`config.mk`:
```
export PLATFORM = sky130hd
export DESIGN_NAME = fetch_frontend
export DESIGN_NICKNAME = d
export VERILOG_FILES = /design/src/rtl/fetch_frontend_pkg.sv /design/src/rtl/fetch_frontend_icache.sv /design/src/rtl/fetch_frontend.sv
export SDC_FILE = /design/constraint.sdc
export NUM_CORES = 1
export LEC_CHECK = 0
export ABC_AREA = 0
export CORE_ASPECT_RATIO = 1.2
export CORE_MARGIN = 2
export CORE_UTILIZATION = 58
export CTS_BUF_LIST = sky130_fd_sc_hd__clkbuf_8 sky130_fd_sc_hd__clkbuf_16
export DETAILED_ROUTE_END_ITERATION = 7
export MAX_ROUTING_LAYER = met4
export PLACE_DENSITY_LB_ADDON = 0.05
export REMOVE_ABC_BUFFERS = 1
export SLEW_MARGIN = 40
export SYNTH_ARGS = -nofsm -noshare
export SYNTH_HDL_FRONTEND = slang
export SYNTH_SLANG_ARGS = --single-unit
```
`constraint.sdc`:
```
create_clock -name clk_in -period 6.87 [get_ports clk_in]
set_input_delay 0.687 -clock clk_in [delete_from_list [all_inputs] [get_ports clk_in]]
set_output_delay 0.687 -clock clk_in [all_outputs]
set_load 0.01 [all_outputs]
```
`src/rtl/fetch_frontend_pkg.sv`:
```
// Shared definitions for the fetch front end: control-flow opcodes, cache geometry
// default, sequencer states and RV32I immediate extraction helpers.
package fetch_frontend_pkg;

    localparam int CACHE_WIDTH_DEF = 3;

    localparam logic [6:0] OPC_JAL    = 7'b1101111;
    localparam logic [6:0] OPC_JALR   = 7'b1100111;
    localparam logic [6:0] OPC_BRANCH = 7'b1100011;

    typedef enum logic [1:0] {
        ST_FETCH,
        ST_DISPATCH,
        ST_STALL
    } fetch_state_e;

    function automatic logic [31:0] immJ(input logic [31:0] instr);
        return {{12{instr[31]}}, instr[19:12], instr[20], instr[30:21], 1'b0};
    endfunction

    function automatic logic [31:0] immB(input logic [31:0] instr);
        return {{20{instr[31]}}, instr[7], instr[30:25], instr[11:8], 1'b0};
    endfunction

endpackage

```
`src/rtl/fetch_frontend_icache.sv`:
```
// Direct-mapped instruction cache (one word per line) with a single outstanding
// miss towards memctrl. A flushed miss still fills its line but is not returned.
module icache_dm
    import fetch_frontend_pkg::*;
#(
    parameter int CACHE_WIDTH = CACHE_WIDTH_DEF
) (
    input  logic        clk_i,
    input  logic        rst_ni,
    input  logic        rdy_i,
    input  logic        lookup_i,
    input  logic [29:0] word_addr_i,
    input  logic        flush_i,
    output logic        resp_valid_o,
    output logic [31:0] resp_data_o,
    output logic        mem_req_o,
    output logic [31:0] mem_addr_o,
    input  logic        mem_received_i,
    input  logic        mem_valid_i,
    input  logic [31:0] mem_data_i
);

    localparam int LINES = 1 << CACHE_WIDTH;
    localparam int TAG_W = 30 - CACHE_WIDTH;

    logic [LINES-1:0]       valid_q;
    logic [TAG_W-1:0]       tag_q  [LINES];
    logic [31:0]            data_q [LINES];
    logic                   reqValid_q;
    logic [29:0]            reqAddr_q;
    logic                   busy_q;
    logic                   stale_q;

    logic [CACHE_WIDTH-1:0] lookupIdx;
    logic [TAG_W-1:0]       lookupTag;
    logic [CACHE_WIDTH-1:0] fillIdx;
    logic [TAG_W-1:0]       fillTag;
    logic                   hit;
    logic                   fill;

    assign lookupIdx  = word_addr_i[CACHE_WIDTH-1:0];
    assign lookupTag  = word_addr_i[29:CACHE_WIDTH];
    assign fillIdx    = reqAddr_q[CACHE_WIDTH-1:0];
    assign fillTag    = reqAddr_q[29:CACHE_WIDTH];
    assign hit        = valid_q[lookupIdx] && (tag_q[lookupIdx] == lookupTag);
    assign fill       = busy_q && mem_valid_i;
    assign mem_req_o  = reqValid_q;
    assign mem_addr_o = {reqAddr_q, 2'b00};

    // While a miss is outstanding the lookup address is the miss address, unless a
    // flush has since redirected fetch, in which case the returning word is stale.
    always_comb begin
        resp_valid_o = 1'b0;
        resp_data_o  = data_q[lookupIdx];
        if (rdy_i && lookup_i) begin
            if (busy_q) begin
                if (fill && !stale_q) begin
                    resp_valid_o = 1'b1;
                    resp_data_o  = mem_data_i;
                end
            end else if (hit) begin
                resp_valid_o = 1'b1;
            end
        end
    end

    always_ff @(posedge clk_i or negedge rst_ni) begin
        if (!rst_ni) begin
            valid_q    <= '0;
            reqValid_q <= 1'b0;
            reqAddr_q  <= '0;
            busy_q     <= 1'b0;
            stale_q    <= 1'b0;
        end else if (rdy_i) begin
            if (reqValid_q && mem_received_i) begin
                reqValid_q <= 1'b0;
            end
            if (fill) begin
                busy_q           <= 1'b0;
                stale_q          <= 1'b0;
                valid_q[fillIdx] <= 1'b1;
            end else if (busy_q && flush_i) begin
                stale_q <= 1'b1;
            end
            if (!busy_q && lookup_i && !hit && !flush_i) begin
                reqValid_q <= 1'b1;
                reqAddr_q  <= word_addr_i;
                busy_q     <= 1'b1;
                stale_q    <= 1'b0;
            end
        end
    end

    always_ff @(posedge clk_i) begin
        if (rdy_i && fill) begin
            tag_q[fillIdx]  <= fillTag;
            data_q[fillIdx] <= mem_data_i;
        end
    end

endmodule

```
`src/rtl/fetch_frontend.sv`:
```
// Fetch sequencer and control-flow predecoder: walks the PC through the icache,
// consults the branch predictor and hands one instruction at a time to decode.
module fetch_frontend
    import fetch_frontend_pkg::*;
#(
    parameter int          CACHE_WIDTH = CACHE_WIDTH_DEF,
    parameter logic [31:0] RESET_PC    = 32'h0
) (
    input  logic        clk_in,
    input  logic        rst_in,
    input  logic        rdy_in,
    output logic        icache_to_memctrl,
    output logic [31:0] address,
    input  logic        received,
    input  logic        memctrl_to_icache,
    input  logic [31:0] inst_in,
    output logic        query,
    output logic [31:0] pc_to_predictor,
    input  logic        predict,
    output logic        update,
    output logic [31:0] update_pc,
    output logic        update_result,
    output logic [31:0] inst,
    output logic [31:0] pc_to_decoder,
    output logic        inst_valid,
    output logic        predict_result,
    input  logic        dec_received,
    input  logic        jalr_finish,
    input  logic        branch_finish,
    input  logic [31:0] next_pc_from_rob,
    input  logic [31:0] branch_pc_from_rob,
    input  logic        prejudge,
    input  logic        branch_result
);

    fetch_state_e state_q;
    logic [31:0]  fetchPc_q;
    logic [31:0]  nextPc_q;
    logic [31:0]  decInst_q;
    logic [31:0]  decPc_q;
    logic         decPred_q;
    logic         instValid_q;
    logic         dispJalr_q;
    logic         update_q;
    logic [31:0]  updatePc_q;
    logic         updateResult_q;

    logic         respValid;
    logic [31:0]  respData;
    logic         lookup;
    logic         mispredict;
    logic [6:0]   opcode;
    logic         isBranch;
    logic [31:0]  seqNextPc;

    assign mispredict = branch_finish && (prejudge != branch_result);
    assign lookup     = (state_q == ST_FETCH) && !mispredict;
    assign opcode     = respData[6:0];
    assign isBranch   = respValid && (opcode == OPC_BRANCH);

    icache_dm #(
        .CACHE_WIDTH(CACHE_WIDTH)
    ) u_icache (
        .clk_i         (clk_in),
        .rst_ni        (rst_in),
        .rdy_i         (rdy_in),
        .lookup_i      (lookup),
        .word_addr_i   (fetchPc_q[31:2]),
        .flush_i       (mispredict),
        .resp_valid_o  (respValid),
        .resp_data_o   (respData),
        .mem_req_o     (icache_to_memctrl),
        .mem_addr_o    (address),
        .mem_received_i(received),
        .mem_valid_i   (memctrl_to_icache),
        .mem_data_i    (inst_in)
    );

    always_comb begin
        seqNextPc = fetchPc_q + 32'd4;
        if (opcode == OPC_JAL) begin
            seqNextPc = fetchPc_q + immJ(respData);
        end else if (isBranch && predict) begin
            seqNextPc = fetchPc_q + immB(respData);
        end
    end

    assign query           = isBranch;
    assign pc_to_predictor = fetchPc_q;
    assign update          = update_q;
    assign update_pc       = updatePc_q;
    assign update_result   = updateResult_q;
    assign inst            = decInst_q;
    assign pc_to_decoder   = decPc_q;
    assign inst_valid      = instValid_q;
    assign predict_result  = decPred_q;

    // A mispredict overrides whatever the sequencer was doing, including a JALR resolve.
    always_ff @(posedge clk_in or negedge rst_in) begin
        if (!rst_in) begin
            state_q        <= ST_FETCH;
            fetchPc_q      <= RESET_PC;
            nextPc_q       <= '0;
            decInst_q      <= '0;
            decPc_q        <= '0;
            decPred_q      <= 1'b0;
            instValid_q    <= 1'b0;
            dispJalr_q     <= 1'b0;
            update_q       <= 1'b0;
            updatePc_q     <= '0;
            updateResult_q <= 1'b0;
        end else if (rdy_in) begin
            update_q <= branch_finish;
            if (branch_finish) begin
                updatePc_q     <= branch_pc_from_rob;
                updateResult_q <= branch_result;
            end
            if (mispredict) begin
                instValid_q <= 1'b0;
                fetchPc_q   <= next_pc_from_rob;
                state_q     <= ST_FETCH;
            end else begin
                case (state_q)
                    ST_FETCH: begin
                        if (respValid) begin
                            decInst_q   <= respData;
                            decPc_q     <= fetchPc_q;
                            decPred_q   <= isBranch && predict;
                            instValid_q <= 1'b1;
                            nextPc_q    <= seqNextPc;
                            dispJalr_q  <= (opcode == OPC_JALR);
                            state_q     <= ST_DISPATCH;
                        end
                    end
                    ST_DISPATCH: begin
                        if (dec_received) begin
                            instValid_q <= 1'b0;
                            if (dispJalr_q) begin
                                state_q <= ST_STALL;
                            end else begin
                                fetchPc_q <= nextPc_q;
                                state_q   <= ST_FETCH;
                            end
                        end
                    end
                    ST_STALL: begin
                        if (jalr_finish) begin
                            fetchPc_q <= next_pc_from_rob;
                            state_q   <= ST_FETCH;
                        end
                    end
                    default: state_q <= ST_FETCH;
                endcase
            end
        end
    end

endmodule

```
## Word-level counts from Yosys, hierarchy flattened

Memory sizes are Yosys's and may differ from the RTL's.
Index checks and enable logic that the tools add are counted.

| storage, ports and cells | value |
|---|---|
| register bits | 208 |
| memory bits (writable) | 472 |
| bits of input ports | 107 |
| output and inout port bits | 166 |
| word-level logic and storage cells | 109 |
| memories | 2 |

| operators by class | value |
|---|---|
| add/sub/neg operators | 3 |
| magnitude comparators | 3 |
| equality and inequality tests | 11 |
| mux-type cells | 37 |
| bitwise logic cells | 2 |
| reduce and logical (&&, ||, !) cells | 35 |

Memory list:

| name | depth | width | read ports | clocked after Yosys merged registers in | wr ports | line | source |
|---|---|---|---|---|---|---|---|
| u_icache.data_q | 8 | 32 | 1 | 0 | 1 | fetch_frontend_icache.sv:28 | `logic [31:0] data_q [LINES];` |
| u_icache.tag_q | 8 | 27 | 1 | 0 | 1 | fetch_frontend_icache.sv:27 | `logic [TAG_W-1:0] tag_q [LINES];` |

Operators by type and width:

| operator | number |
|---|---|
| $mux W32 | 9 |
| $add A32 B32 Y32 | 2 |
| $pmux W32 S2 | 1 |
| $add A32 B3 Y32 const B | 1 |
| $eq A27 B27 Y1 | 1 |
| $eq A7 B7 Y1 const B | 3 |
| $mux W1 | 18 |
| $logic_and A1 B1 Y1 | 15 |
| $ne A3 B2 Y1 const B | 4 |
| $reduce_and A2 Y1 | 6 |
| $reduce_and A4 Y1 | 3 |
| $mux W2 | 5 |
| $reduce_bool A3 Y1 | 3 |
| $lt A3 B4 Y1 const B | 2 |
| $or A8 B8 Y8 | 1 |
| $pmux W2 S3 | 1 |
| $reduce_and A5 Y1 | 1 |
| $logic_not A1 Y1 | 4 |
| $reduce_bool A2 Y1 | 2 |
| $bmux W1 S3 | 1 |
| $demux W1 S3 | 1 |
| $ge A3 B1 Y1 const B | 1 |
| $eq A2 B1 Y1 const B | 1 |
| $eq A2 B2 Y1 const B | 1 |
| other kinds (4) | 4 |

## Longest topological paths before layout

Gate-level depths: netlist of run 1.

| logic depth | value |
|---|---|
| depth after elaboration | 11 |
| depth in mapped cells | 21 |
| gate-level depth less buffers | 17 |

## Hierarchy

A second synthesis of run 1 with hierarchy kept.

| second synthesis, totals | value |
|---|---|
| cell total of the unflattened synthesis | 2,127 |
| area, all modules | 30,450.5 um^2 |

Modules (own cells, without submodules):

| module | times used | cells each | area an instance (um^2) | seq. area each (um^2) |
|---|---|---|---|---|
| icache_dm | 1 | 953 | 20,216.9 | 15,199.6 |
| fetch_frontend | 1 | 1,174 | 10,233.6 | 4,154.0 |

## Worst setup path before layout of run 1

No wires, ideal clock.

| timing | value |
|---|---|
| kind | in2reg |
| from | in rdy_in |
| to | reg u_icache.valid_q[0] |
| setup time | 0.090 ns |
| arrival | 5.657 ns |
| required time | 6.780 ns |
| slack | 1.123 ns |
| stages | 5 |
| path buffers | 1 |
| path through | buf_2 -> and3_1 -> nand2b_1 -> nor3_1 -> or2_2 |

| on the way | value |
|---|---|
| word-level cells in the longest chain between the ends | 1 |

RTL lines:

| item | line | source |
|---|---|---|
| start: declaration | fetch_frontend.sv:11 | `input logic rdy_in,` |
| $reduce_and A2 Y1 (no line) | -- |  |
| end signal: assignment | fetch_frontend_icache.sv:69 | `valid_q <= '0;` |
| end signal: indexed assignment | fetch_frontend_icache.sv:81 | `valid_q[fillIdx] <= 1'b1;` |
| end: declaration | fetch_frontend_icache.sv:26 | `logic [LINES-1:0] valid_q;` |

No other way between the ends.
A chain may end at the register's enable or synchronous reset.

## Worst setup path in the final report of run 1

| timing | value |
|---|---|
| from | reg fetchPc_q[2], in the netlist pc_to_predictor[2] |
| to | out query |

| on the way | value |
|---|---|
| word-level cells in the longest chain between the ends | 7 |
| elaborated cells between the ends (all ways) | 14 |
| classes of those cells | eq/ne: 2; mux: 8; reduce/logical: 2; memory: 2 |

RTL lines:

| item | line | source |
|---|---|---|
| start: declaration | fetch_frontend.sv:37 | `logic [31:0] fetchPc_q;` |
| start signal: assignment | fetch_frontend.sv:120 | `fetchPc_q <= next_pc_from_rob;` |
| start signal: assignment | fetch_frontend.sv:141 | `fetchPc_q <= nextPc_q;` |
| start signal: assignment | fetch_frontend.sv:148 | `fetchPc_q <= next_pc_from_rob;` |
| $mem_v2 Z8 W27 / $bmux W1 S3 (equally long branches) | -- |  |
| $eq A27 B27 Y1 / $mux W1 (equally long branches) | fetch_frontend_icache.sv:45 | `assign hit = valid_q[lookupIdx] && (tag_q[lookupIdx] == lookupTag);` |
| $logic_and A1 B1 Y1 | fetch_frontend_icache.sv:45 |  |
| $mux W1 | fetch_frontend_icache.sv:61 | `end else if (hit) begin` |
| $mux W1 | fetch_frontend_icache.sv:56 | `if (busy_q) begin` |
| $mux W1 | fetch_frontend_icache.sv:55 | `if (rdy_i && lookup_i) begin` |
| $logic_and A1 B1 Y1 (*) | fetch_frontend.sv:59 | `assign isBranch = respValid && (opcode == OPC_BRANCH);` |
| end: declaration | fetch_frontend.sv:17 | `output logic query,` |

Mark *: on every way between the ends. The rest lies on a longest branch, timed or not. The select of a mux whose other input is x is not followed.

==> results.toml, run 1 <==
[worst_hold_path]
hp-class = "register to register"

[clock_tree]
clk_path_buf_depth = 3
clk_latency_ns = 0.61
root_buffer = "clkbuf_16"
cts_tree = "done"
cts_buffers = 67
clk_pin_slew_ns = 0.06
cts_sinks = 679
cts-htree-levels = 3

[logic_synthesis]
synth_area_um2 = 30300
synth_top_area_frac = 0.468
async_reset_ff_frac = 0.305
synth_cells = 2190
synth_seq_cells = 679
synthTopCellsByCount = "edfxtp_1 (472), nand2_1 (357), dfrtp_1 (207)"
post-synth-top-count-cell = "edfxtp_1"
synth_top_cells_by_area = "edfxtp_1 (47%), dfrtp_1 (17%), mux4_2 (7.3%)"
ys_types = 75
seq_area_frac_synth = 0.640
avgSynthCellArea_um2 = 13.8
synth_edf_count = 472
ys_warn_count = 0
yosysTopAreaCell = "edfxtp_1"
synth_ff_type = "edfxtp_1"

[floorplan]
die_h_um = 254
design.die.area_um2 = 54000
start_util = 0.588
coreArea_um2 = 51500
die_w_um = 213
io_pins = 273
rows = 91

[route]
antenna_left = 0
first_pass_iters = 6
drtIter0Drc = 1656
vias = 19500
via_per_inst = 6.06
wl_per_cell_um = 25.1
wirelength_mm = 80.8
drc_errors = 0

[timing]
period_share = 0.834
rsz0062_at_grt = "no"
tightest_slew_ns = 0.880
drv_slew = 0
fmax_ghz = 0.174
fin_crit_ns = 5.73
setup_slack_ns = 1.14
hold_violations = 0
relSlewSlack = 0.413
skew_ns = 0.0284
setup_viol = 0

[finish]
fin_area_um2 = 36100
areaGrowthSynthToFinish_pct = 19.3
nFillCells = 3559
finalNonFillerCells = 3214
layout.nets = 2616
final_layout_size_suffix_gt1_frac = 0.141

[global_routing]
grt_max_degree = 82
antenna_found_initial = 1
grt_pass1_wl_mm = 121
grt_pass1_vias = 19900
track_usage = 0.315
grt_overflow = 0

[placed_design]
preCtsSetupSlack_ns = 0.817
dp_hpwl_mm = 52.5
io_buffers = 270
place_area_um2 = 33900
place_inst = 3088
routabilityCongestion = 0.896

[pwr]
vdd_drop_max_v = 0.000283
internal_power_mw = 10.7
p_sw_mw = 6.68
swShare = 0.385
p_clk_frac = 0.205
p_seq_frac = 0.345
powerDensity_nw_per_um2 = 481
p_comb_frac = 0.450
p_leak_nw = 13.7

[outcome]
status = "complete, no violations"

[worst_setup_path]
slowest_delay_ns = 0.89
crit_arrival_ns = 5.05
worst_ep_required_time_ns = 6.18
critPathSlowestCell = "dfrtp_4"
end_kind = "output pin"
crit_buf_inv = 3
critPathMostFrequentCell = "buf_4"
cp_max_fo = 35
worstSetupPathType = "register to output pin"
crit_path_cell_trace = "buf_4 > buf_4 > mux4_2 > mux2i_1 > nor2_1 > a2111oi_2 > and4_1 > nand4_4 > nand2_4 > and3_1 > clkdlybuf4s50_1"
cp_top_family = "buffers and inverters"
startpoint_type = "register"

[job]
maxCapViolations = 0
power by group through the flow:
stage,combinational (mW),clock [mW],sequential (mW)
4_1_cts,7.76,3.62,6.00
3_5_place_dp,7.72,0,6.08
5_1_grt,8.53,3.76,6.09
6_report,7.81,3.57,6.00
3_3_place_gp,7.51,0,6.09
2_1_floorplan,4.88,0,6.24
kinds of logic after synthesis:
family,Yosys count,synth area share
other,1,0.000124
muxes,278,0.135
and+or+nand+nor,604,0.0870
adders and majority gates,46,0.0195
xor gates and xnor gates,84,0.0243
buffers and inverters,163,0.0265
DFF,679,0.640
AOI/OAI and AO/OA,335,0.0681
routing by layer:
layer,part of all wire,vias to the layer above,global-route usage
li1,-,8698,-
met1,0.40,9849,0.407
met2,0.49,781,0.507
met3,0.075,133,0.0552
met4,0.032,0,0.116
met5,0,-,-
timing repair:
action,4_1_cts,5_1_grt
hold buffers,1,0
setup buffers,0,0
resized for setup,0,0
hold endpoints to repair,6,0
cell type report:
type | count | area, um2 | share of cell area
Sequential cell | 679 | 19400 | 0.536
Multi-Input combinational cell | 1349 | 10200 | 0.283
Timing Repair Buffer | 336 | 3410 | 0.0945
Clock buffer | 78 | 1840 | 0.0509
Tap cell | 697 | 872 | 0.0241
Clock inverter | 44 | 300 | 0.00832
Inverter | 30 | 114 | 0.00315
Antenna cell | 1 | 2.50 | 0.0000693
path summary, 6_finish.rpt:
path | startpoint | end | slack [ns] | cells after the start
min in group asynchronous | rst_in | update_pc[9]$_DFFE_PN0P_ | 0.58 | 2
max in group asynchronous | rst_in | pc_to_predictor[18]$_DFFE_PN0P_ | 4.97 | 4
setup reg to reg | pc_to_predictor[2]$_DFFE_PN0P_ | nextPc_q[29]$_DFFE_PN0P_ | 1.48 | 15
hold reg to reg | pc_to_decoder[29]$_DFFE_PN0P_ | pc_to_decoder[29]$_DFFE_PN0P_ | 0.46 | 2
setup / recovery | pc_to_predictor[2]$_DFFE_PN0P_ | query | 1.14 | 11
hold / removal | pc_to_decoder[29]$_DFFE_PN0P_ | pc_to_decoder[29]$_DFFE_PN0P_ | 0.46 | 2
stage by stage:
stage          TNS, ns  utilization  total power, mW  hold slack [ns]
2_1_floorplan  -470.59            -             11.1            0.391
3_3_place_gp         0        0.655             13.6            0.446
3_5_place_dp         0        0.659             13.8            0.452
4_1_cts              0        0.701             17.4            0.465
5_1_grt              0        0.702             18.4            0.491
6_report             0        0.702             17.4            0.464
cells in the final DEF, fill, tap and decap left out, types with 11 or more instances in the layout:
cell type / n
nand2_1: 357
buf_4: 49
inv_1: 47
a21oi_1: 105
o21ai_0: 76
mux2_2: 56
edfxtp_1: 472
o21ai_1: 12
nor3_1: 20
clkdlybuf4s50_1: 269
and3_1: 14
a211oi_1: 11
a22oi_1: 18
mux2i_1: 124
nor2_1: 98
a21o_1: 17
mux4_2: 98
dfrtp_1: 204
xnor2_1: 51
nand3_1: 21
nand2b_1: 18
ha_1: 44
clkbuf_16: 68
o22ai_1: 15
xor2_1: 33
flip-flops by register name, indices dropped and copies added (netlist names):
register,count
u_icache.data_q,256
u_icache.tag_q,216
inst,32
nextPc_q,32
pc_to_predictor,32
update_pc,32
pc_to_decoder,31
u_icache.reqAddr_q,30
u_icache.valid_q,8
state_q,2
dispJalr_q,1
inst_valid,1
predict_result,1
u_icache.busy_q,1
u_icache.mem_req_o,1
u_icache.stale_q,1
update,1
update_result,1
worst reg2reg max path, delay by kind of cell, from the launching register on:
family / cells / cell delay [ns]
AOI/OAI and AO/OA: 9 / 2.35
DFF: 1 / 0.89
muxes: 2 / 0.78
adders and majority gates: 1 / 0.59
buffers and inverters: 1 / 0.42
xor gates and xnor gates: 1 / 0.18
and+or+nand+nor: 1 / 0.06
Note: power is estimated with default switching activity, not from simulation.
==> run 2, diff against run 1 <==
==> constraint.sdc (replaced) <==
create_clock -name clk_in -period 5.62 [get_ports clk_in]
set_input_delay 0.562 -clock clk_in [delete_from_list [all_inputs] [get_ports clk_in]]
set_output_delay 0.562 -clock clk_in [all_outputs]
set_load 0.01 [all_outputs]
==> results.toml, run 2 (synthesis results as in run 1) <==
[outcome]
status = "complete, no violations"

[floorplan]
design.die.area_um2 = 54000
coreArea_um2 = 51500
start_util = 0.588
rows = 91
die_h_um = 254
die_w_um = 213
io_pins = 273

[worst_setup_path]
crit_path_cell_trace = "buf_12 > inv_2 > mux2i_1 > xnor2_1 > nor4_2 > and2_2 > nand4_4 > nand2_4 > and3_1 > clkdlybuf4s50_1"
worst_ep_required_time_ns = 5.06
startpoint_type = "register"
cp_max_fo = 32
reg2reg_depth = 17
cp_num_cells = 10
end_kind = "output pin"
slowest_delay_ns = 0.73
cp_top_family = "buffers and inverters"
crit_arrival_ns = 4.73
worstSetupPathType = "register to output pin"
crit_buf_inv = 3
critPathSlowestCell = "dfrtp_4"

[worst_hold_path]
holdPathStages = 2
hp-class = "register to register"

[finish]
post-route-util = 0.705
final_layout_size_suffix_gt1_frac = 0.144
layout.nets = 2631
top_register = "u_icache.data_q"
nFillCells = 3582
final_cell_mix = "edfxtp_1 (472), nand2_1 (357), clkdlybuf4s50_1 (269), dfrtp_1 (204), mux2i_1 (124)"
largest_reg_flops = 256
layout_commonest_cell = "edfxtp_1"
areaGrowthSynthToFinish_pct = 19.8
reg.largest.list = "u_icache.data_q (256), u_icache.tag_q (216)"

[route]
wirelength_mm = 81.2
wl_per_cell_um = 25.1
via_per_inst = 6.05
vias = 19600
first_pass_iters = 5
antenna_left = 0
drtIter0Drc = 1696
drc_errors = 0

[global_routing]
antenna_found_initial = 2
grt_pass1_vias = 19700
track_usage = 0.316
grt_pass1_wl_mm = 121
grt_overflow = 0
grt_max_degree = 99

[clock_tree]
clk_latency_ns = 0.61
cts_tree = "done"
cts-htree-levels = 3
cts_sinks = 679
clk_pin_slew_ns = 0.06
cts_buffers = 68
root_buffer = "clkbuf_16"
ctsResizeCount = 0
clk_path_buf_depth = 3

[timing]
relSlewSlack = 0.422
drv_slew = 0
fmax_ghz = 0.189
hold_violations = 0
tightest_slew_ns = 0.865
fin_crit_ns = 5.29
skew_ns = 0.0225
period_share = 0.941
setup_slack_ns = 0.332
rsz0062_at_grt = "no"
setup_viol = 0

[pwr]
vdd_drop_max_v = 0.000372
power_mw = 21.5
p_leak_nw = 13.8
powerDensity_nw_per_um2 = 592

[placed_design]
routabilityCongestion = 0.926
preCtsSetupSlack_ns = 0.239
io_buffers = 270
dp_hpwl_mm = 52.4

[job]
maxCapViolations = 0
[run 2: report_power, final]
group	switching (mW)	total (mW)	internal, mW
combinational	5.20	9.65	4.45
sequential	1.08	7.43	6.35
clock	1.88	4.39	2.52
[run 2: metal layers]
| layer | vias to the layer above | wire length, um | global-route usage |
|---|---|---|---|
| li1 | 8714 | - | - |
| met2 | 793 | 40600 | 0.510 |
| met1 | 9908 | 32900 | 0.416 |
| met4 | 0 | 2020 | 0.100 |
| met5 | - | 0 | - |
| met3 | 136 | 5680 | 0.0488 |
[run 2: area by class of cell]
type / instances / area (um2) / share of cell area
Tap cell: 697 / 872 / 0.0241
Inverter: 30 / 113 / 0.00311
Antenna cell: 3 / 7.51 / 0.000207
Clock inverter: 46 / 343 / 0.00945
Sequential cell: 679 / 19400 / 0.534
Timing Repair Buffer: 350 / 3530 / 0.0973
Clock buffer: 77 / 1830 / 0.0503
Multi-Input combinational cell: 1349 / 10200 / 0.281
[run 2: worst paths after layout]
check                                                    start                        endpoint  slack [ns]
worst min-delay path                      inst[19]$_DFFE_PN0P_            inst[19]$_DFFE_PN0P_        0.46
min in group asynchronous                               rst_in       update_pc[21]$_DFFE_PN0P_        0.48
worst max register to register  pc_to_predictor[2]$_DFFE_PN0P_        nextPc_q[30]$_DFFE_PN0P_        0.62
worst max-delay path            pc_to_predictor[2]$_DFFE_PN0P_                           query        0.33
max in group asynchronous                               rst_in  pc_to_predictor[4]$_DFFE_PN0P_        3.75
worst min register to register            inst[19]$_DFFE_PN0P_            inst[19]$_DFFE_PN0P_        0.46
[run 2: worst reg2reg max path: cells and delay by family (launching register included)]
kind | cells | cell delay (ns)
XOR/XNOR | 1 | 0.09
AND/OR/NAND/NOR | 2 | 0.41
adder cells (fa/ha/maj) | 1 | 0.23
multiplexers | 2 | 0.65
AO/OA/AOI/OAI | 8 | 2.02
buffers and inverters | 3 | 0.68
flip-flops | 1 | 0.86
[run 2: stage by stage]
stage	instances	setup TNS (ns)	instance area, um2	hold slack, ns
2_1_floorplan	2058	-614.71	29600	0.266
3_3_place_gp	3100	0	34000	0.446
3_5_place_dp	3104	0	34100	0.452
4_1_cts	3228	0	36300	0.466
5_1_grt	3231	0	36300	0.481
6_report	3231	0	36300	0.464
[run 2: repair_timing]
| action | in CTS | in global routing |
|---|---|---|
| hold buffers | 1 | 0 |
| hold endpoints to repair | 56 | 0 |
| buffers inserted | 0 | 0 |
